File: config.mk
export PLATFORM = sky130hd
export DESIGN_NAME = enc8b10b_lanes
export DESIGN_NICKNAME = d
export VERILOG_FILES = /design/src/rtl/enc8b10b_lanes.sv
export SDC_FILE = /design/constraint.sdc
export NUM_CORES = 1
export LEC_CHECK = 0
export ABC_AREA = 1
export BUFFER_PORTS_ARGS = -buffer_cell sky130_fd_sc_hd__buf_2
export CORE_MARGIN = 3
export CORE_UTILIZATION = 59
export CTS_CLUSTER_DIAMETER = 120
export DETAILED_ROUTE_END_ITERATION = 8
export PLACE_DENSITY_LB_ADDON = 0.12
export SETUP_SLACK_MARGIN = 0.2
export SLEW_MARGIN = 5
export SYNTH_ARGS = -nofsm -noshare
export SYNTH_HDL_FRONTEND = slang
export SYNTH_SLANG_ARGS = --single-unit
File: constraint.sdc
create_clock -name BitCLK_10 -period 4.87 [get_ports BitCLK_10]
set_clock_uncertainty 0.05 [all_clocks]
set_input_delay 0.974 -clock BitCLK_10 [delete_from_list [all_inputs] [get_ports BitCLK_10]]
set_output_delay 0.974 -clock BitCLK_10 [all_outputs]
set_load 0.02 [all_outputs]
File: src/rtl/enc8b10b_lanes.sv
// Multi-lane 8b/10b encoder with running disparity chained lane 0 -> lane N-1 each cycle.
// Optional `ENC_KERR_EN adds the registered TxKErr flag for invalid K requests.
module enc8b10b_lanes #(
  parameter int unsigned NUM_BYTES = 2,
  parameter logic [7:0]  IDLE_CHAR = 8'hBC
) (
  input  logic                    BitCLK_10,
  input  logic                    Reset,
  input  logic                    TxValid,
  output logic                    TxReady,
  input  logic [NUM_BYTES-1:0]    TxDataK,
  input  logic [8*NUM_BYTES-1:0]  TxParallel_8,
  input  logic                    TxOutReady,
  output logic [10*NUM_BYTES-1:0] TxParallel_10,
  output logic                    TxValid_10,
  output logic                    RunDisp
`ifdef ENC_KERR_EN
  ,
  output logic [NUM_BYTES-1:0]    TxKErr
`endif
);

  function automatic logic k_valid(input logic [7:0] d);
    return (d[4:0] == 5'd28) || (d == 8'hF7) || (d == 8'hFB) || (d == 8'hFD) || (d == 8'hFE);
  endfunction

  // Returns {rd_after, symbol}; tables are written abcdei / fghj (a, f as MSB) then bit-reversed.
  function automatic logic [10:0] enc_byte(input logic [7:0] d, input logic k, input logic rd_in);
    logic [4:0] x;
    logic [2:0] y;
    logic [5:0] c6;
    logic [3:0] c4;
    logic       flip6;
    logic       flip4;
    logic       rd6;
    logic       comp4;
    logic       use_a7;
    x = d[4:0];
    y = d[7:5];
    c6 = '0;
    case (x)
      5'd0:  c6 = 6'b100111;  5'd1:  c6 = 6'b011101;
      5'd2:  c6 = 6'b101101;  5'd3:  c6 = 6'b110001;
      5'd4:  c6 = 6'b110101;  5'd5:  c6 = 6'b101001;
      5'd6:  c6 = 6'b011001;  5'd7:  c6 = 6'b111000;
      5'd8:  c6 = 6'b111001;  5'd9:  c6 = 6'b100101;
      5'd10: c6 = 6'b010101;  5'd11: c6 = 6'b110100;
      5'd12: c6 = 6'b001101;  5'd13: c6 = 6'b101100;
      5'd14: c6 = 6'b011100;  5'd15: c6 = 6'b010111;
      5'd16: c6 = 6'b011011;  5'd17: c6 = 6'b100011;
      5'd18: c6 = 6'b010011;  5'd19: c6 = 6'b110010;
      5'd20: c6 = 6'b001011;  5'd21: c6 = 6'b101010;
      5'd22: c6 = 6'b011010;  5'd23: c6 = 6'b111010;
      5'd24: c6 = 6'b110011;  5'd25: c6 = 6'b100110;
      5'd26: c6 = 6'b010110;  5'd27: c6 = 6'b110110;
      5'd28: c6 = 6'b001110;  5'd29: c6 = 6'b101110;
      5'd30: c6 = 6'b011110;  5'd31: c6 = 6'b101011;
      default: c6 = '0;
    endcase
    if (k && x == 5'd28) c6 = 6'b001111;
    flip6 = ($countones(c6) != 3);
    // D.7 is neutral yet still has distinct RD-/RD+ forms
    if (rd_in && (flip6 || x == 5'd7)) c6 = ~c6;
    rd6 = rd_in ^ flip6;

    use_a7 = (!rd6 && (x == 5'd17 || x == 5'd18 || x == 5'd20)) ||
             ( rd6 && (x == 5'd11 || x == 5'd13 || x == 5'd14));
    c4 = '0;
    if (k) begin
      case (y)
        3'd0: c4 = 4'b1011;  3'd1: c4 = 4'b0110;
        3'd2: c4 = 4'b1010;  3'd3: c4 = 4'b1100;
        3'd4: c4 = 4'b1101;  3'd5: c4 = 4'b0101;
        3'd6: c4 = 4'b1001;  3'd7: c4 = 4'b0111;
        default: c4 = '0;
      endcase
      comp4 = 1'b1;
    end else begin
      case (y)
        3'd0: c4 = 4'b1011;  3'd1: c4 = 4'b1001;
        3'd2: c4 = 4'b0101;  3'd3: c4 = 4'b1100;
        3'd4: c4 = 4'b1101;  3'd5: c4 = 4'b1010;
        3'd6: c4 = 4'b0110;  3'd7: c4 = use_a7 ? 4'b0111 : 4'b1110;
        default: c4 = '0;
      endcase
      comp4 = (y == 3'd0) || (y == 3'd3) || (y == 3'd4) || (y == 3'd7);
    end
    flip4 = ($countones(c4) != 2);
    if (rd6 && comp4) c4 = ~c4;
    return {rd6 ^ flip4,
            c4[0], c4[1], c4[2], c4[3],
            c6[0], c6[1], c6[2], c6[3], c6[4], c6[5]};
  endfunction

  logic [10*NUM_BYTES-1:0] sym_next;
  logic                    rd_next;
  logic                    rd_chain;
  logic [10:0]             res;
  logic [7:0]              lane_byte;
  logic                    lane_k;
`ifdef ENC_KERR_EN
  logic [NUM_BYTES-1:0]    kerr_next;
`endif

  assign TxReady = TxOutReady;

  always_comb begin
    sym_next  = '0;
    rd_chain  = RunDisp;
    res       = '0;
    lane_byte = '0;
    lane_k    = 1'b0;
`ifdef ENC_KERR_EN
    kerr_next = '0;
`endif
    for (int unsigned i = 0; i < NUM_BYTES; i++) begin
      lane_byte = TxValid ? TxParallel_8[8*i +: 8] : IDLE_CHAR;
      lane_k    = TxValid ? TxDataK[i] : 1'b1;
      res       = enc_byte(lane_byte, lane_k && k_valid(lane_byte), rd_chain);
      sym_next[10*i +: 10] = res[9:0];
      rd_chain  = res[10];
`ifdef ENC_KERR_EN
      kerr_next[i] = TxValid && TxDataK[i] && !k_valid(lane_byte);
`endif
    end
    rd_next = rd_chain;
  end

  always_ff @(posedge BitCLK_10 or negedge Reset) begin
    if (!Reset) begin
      TxParallel_10 <= '0;
      TxValid_10    <= 1'b0;
      RunDisp       <= 1'b0;
`ifdef ENC_KERR_EN
      TxKErr        <= '0;
`endif
    end else if (TxOutReady) begin
      TxParallel_10 <= sym_next;
      TxValid_10    <= TxValid;
      RunDisp       <= rd_next;
`ifdef ENC_KERR_EN
      TxKErr        <= kerr_next;
`endif
    end
  end

endmodule
==> metrics.cfg, run 1 <==
[outcome]
status=did not finish
stop_stage=4_1_cts
error=[ERROR DPL-0038] Utilization greater than 100%, impossible to legalize

[synthesis]
synth-seq-cells=22
ys_async_sr_fraction_pct=100.0
syn_avg_cell_area_sq_um=6.663
synthFlopType=dfrtp_1
ys_seq_area_share_pct=18.04
ys.warnings.count=0
synth_area_sq_um=3052
syn_inst=458
synth_cell_types=46
syn-num-nets=519
synth_edf_count=0

[floorplanning]
rows=25
die_w_um=77.92
initial_core_util_pct=62.94
die_h_um=77.92
num_io_pins=45

[place]
port_buffers=44
dp_hpwl_mm=7.548
gp_congestion=1.001
post-place-cells=670

[clock_network]
post_cts_buffers=64
postCtsHoldBufs=0
htree_levels=1
clock-root-buffer=clkbuf_8
cts.sinks=22
cts_buffers=3
cts_resized=62
cts_buffer_depth=2

[per-stage QoR]
| step | worst slack [ps] | hold slack (ps) | cell area, sq um |
|---|---|---|---|
| global placement | -2778 | 408.4 | 4259 |
| detailed placement | -3141 | 411.0 | 4259 |
| floorplan | -2620 | 541.3 | 3203 |
[cells in the mapped netlist, types with 3 or more instances]
cell type	n	area, sq um
a21oi_1	9	45.04
o211ai_1	5	37.54
o22ai_1	5	31.28
inv_1	62	232.7
a31oi_1	5	31.28
dfrtp_1	22	550.5
o21ai_1	3	15.01
xor2_1	8	70.07
nand2_2	4	25.02
clkbuf_1	4	15.01
nor2_2	3	18.77
nand2_1	136	510.5
fa_1	8	160.2
o21ai_0	34	170.2
buf_6	3	33.78
nor2_4	7	78.83
ha_1	31	387.9
nor2_1	25	93.84
nand3_1	44	220.2
nor3_1	7	35.03
inv_2	3	11.26
[cell families after synthesis]
group / count (synthesis) / share of synthesized area (%)
compound gates: 74 / 15.21
xor+xnor: 9 / 2.583
fa+ha+maj: 39 / 17.96
buf+inv: 76 / 10.70
flops: 22 / 18.04
simple gates: 238 / 35.51
==> run 2, diff against run 1 <==
- CORE_UTILIZATION: 59 -> 40
- CTS_CLUSTER_DIAMETER: 120 -> not set
- PLACE_DENSITY_LB_ADDON: 0.12 -> 0.15
- SETUP_SLACK_MARGIN: 0.2 -> not set
==> metrics.cfg, run 2 <==
[clock_network]
htree_levels=1
path_clk_slew_ps=80
cts.sinks=22
worstSkewPairLatency_ps=260
postCtsHoldBufs=0
cts_buffers=3
clock-root-buffer=clkbuf_8
cts_buffer_depth=2
cts_tree=built

[routing]
via_per_inst=4.941
route.antenna.remaining_nets=0
drt-initial-drc-count=134
firstDrtPassIters=4
wire_per_inst_um=12.83
num_vias=3622
drc=0
routed_wl_mm=9.402

[sta]
fin_ws_ps=-2596
rsz0062_at_grt=yes
tns_ps=-18660
worst_pin_slew_ps=728.6
slew_viol_final=0
setup_violations=11
hold_viol_final=0
post-route-period-util_pct=153.3
max_slew_margin_pct=51.38
fmaxAchievable_ghz=0.1339
fin_crit_ps=7466

[floorplanning]
rows=31
initial_core_util_pct=41.63
coreArea_sq_um=7331
die_h_um=93.35
die_area_sq_um=8713
die_w_um=93.35
num_io_pins=45

[synthesis]
synth-seq-cells=22
ys_async_sr_fraction_pct=100.0
synth_area_sq_um=3052
ys.warnings.count=0
yosysTopAreaCell=dfrtp_1
synthTopCellsByCount=nand2_1, inv_1, nand3_1
yosysMostFrequentCell=nand2_1
syn_inst=458
syn_avg_cell_area_sq_um=6.663
yosysTopAreaCellShare_pct=18.04
yosys-top-cells-area=dfrtp_1, nand2_1, ha_1
syn-num-nets=519
synth_edf_count=0
synthFlopType=dfrtp_1
synth_cell_types=46
ys_seq_area_share_pct=18.04

[place]
gp_congestion=0.9177
dp_hpwl_mm=7.141
port_buffers=44
post-place-cells=702

[critical_path]
crit_arrival_ps=7530
timing.rr.start=RunDisp
regToRegSetupSlack_ps=230
crit_path_end_kind=flip-flop
critPathMaxStageDelay_ps=490
critPathKind=in2reg
r2r_cells=29
cp_max_fo=7
cp.required_ps=4930
slowest_stage=fa_1
critPathLaunchType=primary input
reg2reg_to=RunDisp

[layout]
largest_register_ffs=20
num-nets-final=696
fin_cells=733
most-common-layout-cells=buf_4, nand2_1, inv_1
layout-drive-gt1-share_pct=44.64
area_growth_pct=58.55
final_common_cell=buf_4
antenna_cells=0
regMostFlops=TxParallel_10
fillers=640
top_regs=TxParallel_10 x20, RunDisp x1, TxValid_10 x1

[global_routing]
antenna_found_initial=0
grt.total_usage_pct=21.18
grt_pass1_wl_mm=15.31
grt_pass1_vias=3477
grt_max_degree=30
grt-ovfl-total=0

[power]
power.leakage_nw=2.515
p_per_area_nw_per_um2=386.2
ir_drop_mv=0.1692

[worst_hold_path]
worstHoldStart=TxParallel_10[15]
hold_depth=2
min_to=TxParallel_10[15]
hold_class=reg2reg

[outcome]
status=complete, but fails checks
violations=negative setup slack

[job]
maxCapViolations=0

run 2: cell counts after synthesis:
Identical to the previous run, type by type.
run 2: worst max-delay path: cells and delay by family:
kind                     cells  cell delay, ps
adder cells (fa/ha/maj)     10            3350
AND/OR/NAND/NOR             20            2020
buffers and inverters       11             700
AO/OA/AOI/OAI                3             360
XOR/XNOR                     1             130
run 2: final cells by class:
class / count / area (sq um) / area share [%]
Sequential cell: 22 / 550.5 / 11.38
Tap cell: 99 / 123.9 / 2.560
Inverter: 66 / 270.3 / 5.586
Multi-Input combinational cell: 360 / 2530 / 52.29
Clock buffer: 4 / 55.05 / 1.138
Timing Repair Buffer: 182 / 1309 / 27.05
run 2: stage by stage:
step,cell area [sq um],utilization [%],setup slack (ps),hold WS (ps),total power [mW]
floorplan,3203,-,-2620,541.3,1.025
global placement,4287,58.47,-2895,406.6,1.405
detailed placement,4287,58.47,-3101,412.5,1.428
CTS,4649,63.42,-2429,432.7,1.702
global route,4838,66.00,-2930,461.4,2.012
finish,4838,66.00,-2596,431.4,1.868
run 2: power breakdown:
group          switching (mW)  total (mW)  internal (mW)
combinational           0.802        1.43          0.624
clock                  0.0581       0.130         0.0721
sequential             0.0496       0.312          0.263
run 2: cells by family after synthesis:
family	synth area share, %
and+or+nand+nor	35.51
buffers and inverters	10.70
AOI/OAI and AO/OA	15.21
adders and majority gates	17.96
DFF	18.04
xor gates and xnor gates	2.583
run 2: layer usage:
metal	routed length, um	global-route usage [%]	vias up
met5	0	0	-
li1	-	-	1830
met2	4448	35.85	111
met4	205	6.227	0
met3	390	1.126	21
met1	4358	29.11	1660
run 2: worst max-delay path by stage:
stage,endpoint,depth (start not counted),slack (ps),start
2_1_floorplan,RunDisp,43,-2620,TxValid
3_3_place_gp,RunDisp,45,-2900,TxValid
3_5_place_dp,RunDisp,42,-3100,TxValid
4_1_cts,RunDisp,46,-2430,TxValid
5_1_grt,RunDisp,45,-2930,TxValid
6_report,RunDisp,45,-2600,TxValid
run 2: what timing repair did:
action,in CTS,in global routing
hold endpoints to repair,0,0
endpoints found under the setup margin,12,13
resized for setup,35,39
setup buffers,22,6
pin swaps,29,17
(Power assumes the default switching activity.)
==> run 3, diff against run 2 <==
--- a/config.mk
+++ b/config.mk
@@ -13,2 +13,3 @@
 export PLACE_DENSITY_LB_ADDON = 0.15
+export REMOVE_ABC_BUFFERS = 1
 export SLEW_MARGIN = 5
==> constraint.sdc (replaced) <==
create_clock -name BitCLK_10 -period 4.87 [get_ports BitCLK_10]
set_clock_uncertainty 0.05 [all_clocks]
set_input_delay 0.487 -clock BitCLK_10 [delete_from_list [all_inputs] [get_ports BitCLK_10]]
set_output_delay 0.487 -clock BitCLK_10 [all_outputs]
set_load 0.02 [all_outputs]
==> metrics.cfg, run 3 (synthesis results as in run 2) <==
[layout]
area_growth_pct=68.96
final_area_sq_um=5156
top_regs=TxParallel_10 x20, RunDisp x1, TxValid_10 x1
antenna_cells=0
layout-drive-gt1-share_pct=47.83
regMostFlops=TxParallel_10
final_common_cell=buf_4
largest_register_ffs=20
num-nets-final=731
fin_cells=768
most-common-layout-cells=buf_4, nand2_1, inv_1

[floorplanning]
num_io_pins=45
coreArea_sq_um=7331
die_area_sq_um=8713
initial_core_util_pct=41.63
die_h_um=93.35
rows=31
die_w_um=93.35

[routing]
num_vias=3929
routed_wl_mm=11.64
via_per_inst=5.116
route.antenna.remaining_nets=0
drc=0
drt-initial-drc-count=180
firstDrtPassIters=7
wire_per_inst_um=15.15

[critical_path]
critPathLaunchType=primary input
crit_path_end_kind=flip-flop
worst_path_most_repeated_cell=nand2_2
cp.required_ps=4950
crit_family=adder cells
slowest_stage=fa_1
critPathKind=in2reg
crit_arrival_ps=7360
critPathMaxStageDelay_ps=560
cp_num_buf_inv=9
cp_max_fo=4

[place]
placedInstanceArea_sq_um=4130
gp_congestion=0.8795
post-place-cells=699
dp_hpwl_mm=7.069
port_buffers=44

[sta]
post-route-period-util_pct=149.4
fin_ws_ps=-2404
fin_hold_ws_ps=134.0
rsz0062_at_grt=yes
slew_viol_final=0
fmaxAchievable_ghz=0.1375
setup_violations=18
hold_viol_final=0
max_slew_margin_pct=43.50
fin_crit_ps=7274
tns_ps=-24050
worst_pin_slew_ps=846.5

[clock_network]
cts_buffers=3
cts_buffer_depth=2
clock-root-buffer=clkbuf_8
worstSkewPairLatency_ps=270
postCtsHoldBufs=0
htree_levels=1
cts_tree=built
path_clk_slew_ps=90
cts.sinks=22

[worst_hold_path]
hold_class=in2async

[global_routing]
grt_pass1_wl_mm=18.00
grtUsageMet2_pct=46.52
gr-usage-met3_pct=2.253
antenna_found_initial=0
grt_max_degree=30
gr-max-usage-layer=met2
grt_pass1_vias=3821
grt.total_usage_pct=25.67
met1_usage_pct=32.12
grt-ovfl-total=0

[power]
power.leakage_nw=2.730
finalPower_mw=2.119
ir_drop_mv=0.1588
p_per_area_nw_per_um2=411.0

[job]
maxCapViolations=0

[outcome]
status=complete, but fails checks
violations=negative setup slack

-- run 3: path summary, 6_finish.rpt --
kind / start / to / slack (ps) / cells past startpoint
worst max register to register: RunDisp / RunDisp / 0 / 29
min in group BitCLK_10: TxParallel_10[6] / TxParallel_10[6] / 430 / 2
worst min register to register: TxParallel_10[6] / TxParallel_10[6] / 430 / 2
worst max-delay path: TxValid / RunDisp / -2400 / 43
worst min-delay path: Reset / TxParallel_10[6] / 130 / 1
max in group asynchronous: Reset / TxParallel_10[11] / 4290 / 1
-- run 3: power breakdown --
part / internal [mW] / switching (mW) / total [mW]
clock: 0.110 / 0.0685 / 0.178
combinational: 0.736 / 0.892 / 1.63
sequential: 0.263 / 0.0503 / 0.313
-- run 3: layer usage --
metal	share of wire [%]	vias up
li1	-	1909
met1	41	1822
met2	51	150
met3	4.2	48
met4	4.3	0
met5	0	-
-- run 3: layout make-up --
type                            instances  area (sq um)
Timing Repair Buffer                  217          1628
Inverter                               66         262.8
Multi-Input combinational cell        360          2520
Fill cell                             593          2175
Sequential cell                        22         550.5
Tap cell                               99         123.9
Clock inverter                          1         30.03
Clock buffer                            3         41.29
-- run 3: repair_timing --
item                                    in CTS  in global routing
setup buffers                               58                  9
endpoints found under the setup margin      11                 18
cloned                                       0                  0
pin swaps                                   41                 27
gates resized for setup                     89                 37
-- run 3: through the flow --
stage	setup WS, ps	util, %
3_3_place_gp	-2589	56.34
2_1_floorplan	-2332	-
6_report	-2404	70.34
5_1_grt	-2683	70.34
4_1_cts	-2081	67.47
3_5_place_dp	-2931	56.34
==> run 4, diff against run 3 <==
- ABC_AREA: 1 -> not set
==> metrics.cfg, run 4 <==
[routing]
wire_per_inst_um=13.56
drc=0
firstDrtPassIters=4
drt-initial-drc-count=117
routed_wl_mm=8.190
via_per_inst=5.139
route.antenna.remaining_nets=0
num_vias=3104

[sta]
setup_violations=11
fin_ws_ps=-2323
fin_crit_ps=7193
hold_viol_final=0
rsz0062_at_grt=yes
post-route-period-util_pct=147.7
tns_ps=-14990
worst_pin_slew_ps=634.1
fmaxAchievable_ghz=0.1390
max_slew_margin_pct=57.72
slew_viol_final=0
fin_hold_ws_ps=143.2

[global_routing]
grt.total_usage_pct=19.36
grt-ovfl-total=0
grt_pass1_wl_mm=14.11
grt_pass1_vias=3167
grt_max_degree=28
antenna_found_initial=0

[critical_path]
critPathKind=in2reg
crit_arrival_ps=7300
worst_path_most_repeated_cell=fa_1
critPathLaunchType=primary input
cp_num_buf_inv=6
slowest_stage=fa_1
cp_max_fo=4
cp.required_ps=4980
crit_path_end_kind=flip-flop
critPathMaxStageDelay_ps=510
crit_family=adder cells

[clock_network]
clock-root-buffer=clkbuf_8
cts_buffers=3
htree_levels=1
worstSkewPairLatency_ps=260
cts_tree=built
cts.sinks=22
cts_buffer_depth=2
path_clk_slew_ps=90

[layout]
final_area_sq_um=4439
final_common_cell=buf_4
largest_register_ffs=20
most-common-layout-cells=buf_4, buf_2, nand2_1
area_growth_pct=46.43
fillers=664
antenna_cells=0
regMostFlops=TxParallel_10
layout-drive-gt1-share_pct=43.56
top_regs=TxParallel_10 x20, RunDisp x1, TxValid_10 x1
num-nets-final=567

[place]
placedInstanceArea_sq_um=3971
dp_hpwl_mm=6.222
gp_congestion=0.8618
place_ws_ps=-3009
port_buffers=44

[synthesis]
ys.warnings.count=0
synthFlopType=dfrtp_1
synth_cell_types=65
synth_area_sq_um=3032
synth_edf_count=0
synthTopCellsByCount=nand2_1, nor2_1, ha_1
yosysTopAreaCellShare_pct=18.16
ys_async_sr_fraction_pct=100.0
syn_avg_cell_area_sq_um=8.172
ys_seq_area_share_pct=18.16
synth-seq-cells=22
syn_inst=371
yosys-top-cells-area=dfrtp_1, ha_1, fa_1
yosysMostFrequentCell=nand2_1
yosysTopAreaCell=dfrtp_1

[floorplanning]
coreArea_sq_um=7292
rows=31
initial_core_util_pct=41.58
die_area_sq_um=8660
num_io_pins=45
die_h_um=93.06
die_w_um=93.06

[outcome]
status=complete, but fails checks
violations=negative setup slack

[power]
ir_drop_mv=0.2349
p_per_area_nw_per_um2=445.9
power.leakage_nw=2.091
finalPower_mw=1.979

[worst_hold_path]
hold_class=in2async

[job]
maxCapViolations=0

-- run 4: changes by cell type in the layout (fill, tap and decap cells not counted), moves of 10 or more --
cell	previous run	this run
a21oi_1	8	20
buf_4	149	96
buf_6	23	11
inv_1	52	19
nand2_1	117	38
nand2_2	20	3
nand2b_1	0	13
nand3_1	25	2
nand3_2	17	0
nor2_1	22	35
xnor2_1	0	10
-- run 4: cell type report --
class	count	area (sq um)	area share, %
Multi-Input combinational cell	305	2532	57.05
Clock buffer	3	41.29	0.9301
Tap cell	99	123.9	2.790
Sequential cell	22	550.5	12.40
Inverter	23	86.33	1.945
Clock inverter	1	30.03	0.6764
Timing Repair Buffer	151	1075	24.21
-- run 4: worst reg2reg max path, delay by kind of cell (launching register included) --
family                   cells  cell delay, ps
flip-flops                   1             470
adder cells (fa/ha/maj)      6            1800
buffers and inverters        1              80
XOR/XNOR                     3             490
AND/OR/NAND/NOR              4             710
AO/OA/AOI/OAI                3             320
multiplexers                 2             530
-- run 4: routing by layer --
layer | vias up | GRT usage, % | wire length (um) | part of all wire [%]
li1 | 1560 | - | - | -
met1 | 1488 | 24.51 | 3701 | 45
met2 | 54 | 36.11 | 4209 | 51
met3 | 2 | 0.9654 | 235 | 2.9
met4 | 0 | 4.274 | 44 | 0.54
met5 | - | 0 | 0 | 0
-- run 4: path summary, 6_finish.rpt --
check                                    to  cells past startpoint  slack (ps)             start
min in group BitCLK_10     TxParallel_10[9]                      1         460  TxParallel_10[9]
min                        TxParallel_10[1]                      1         140             Reset
max in group asynchronous  TxParallel_10[6]                      1        4260             Reset
max                                 RunDisp                     35       -2320           TxValid
min reg2reg                TxParallel_10[9]                      1         460  TxParallel_10[9]
max reg2reg                         RunDisp                     19         290           RunDisp
-- run 4: metrics by stage --
stage          utilization (%)  instances
6_report                 60.88        604
5_1_grt                  60.88        604
4_1_cts                  59.13        600
3_5_place_dp             54.46        589
3_3_place_gp             54.46        589
2_1_floorplan                -        350
-- run 4: where the power goes --
part | leakage (nW) | total, mW | switching, mW | internal [mW]
registers | 0.255 | 0.329 | 0.0534 | 0.276
logic | 1.80 | 1.48 | 0.682 | 0.795
clock network | 0.0357 | 0.173 | 0.0636 | 0.110
total | 2.09 | 1.98 | 0.799 | 1.18
-- run 4: cells by family (layout without fill, tap and decap cells) --
| logic type | after synthesis | count (layout) | synth area share, % |
|---|---|---|---|
| buffers and inverters | 44 | 178 | 6.974 |
| muxes | 15 | 15 | 5.530 |
| AOI/OAI and AO/OA | 96 | 96 | 22.58 |
| DFF | 22 | 22 | 18.16 |
| and+or+nand+nor | 129 | 129 | 20.92 |
| xor gates and xnor gates | 26 | 26 | 7.759 |
| adders and majority gates | 39 | 39 | 18.08 |
-- run 4: repair_timing --
action / in CTS / in global routing
buffers inserted: 14 / 4
setup endpoints to repair: 11 / 11
resized for setup: 49 / 17
pin swaps: 26 / 23
hold endpoints to repair: 0 / 0
hold buffers: 0 / 0
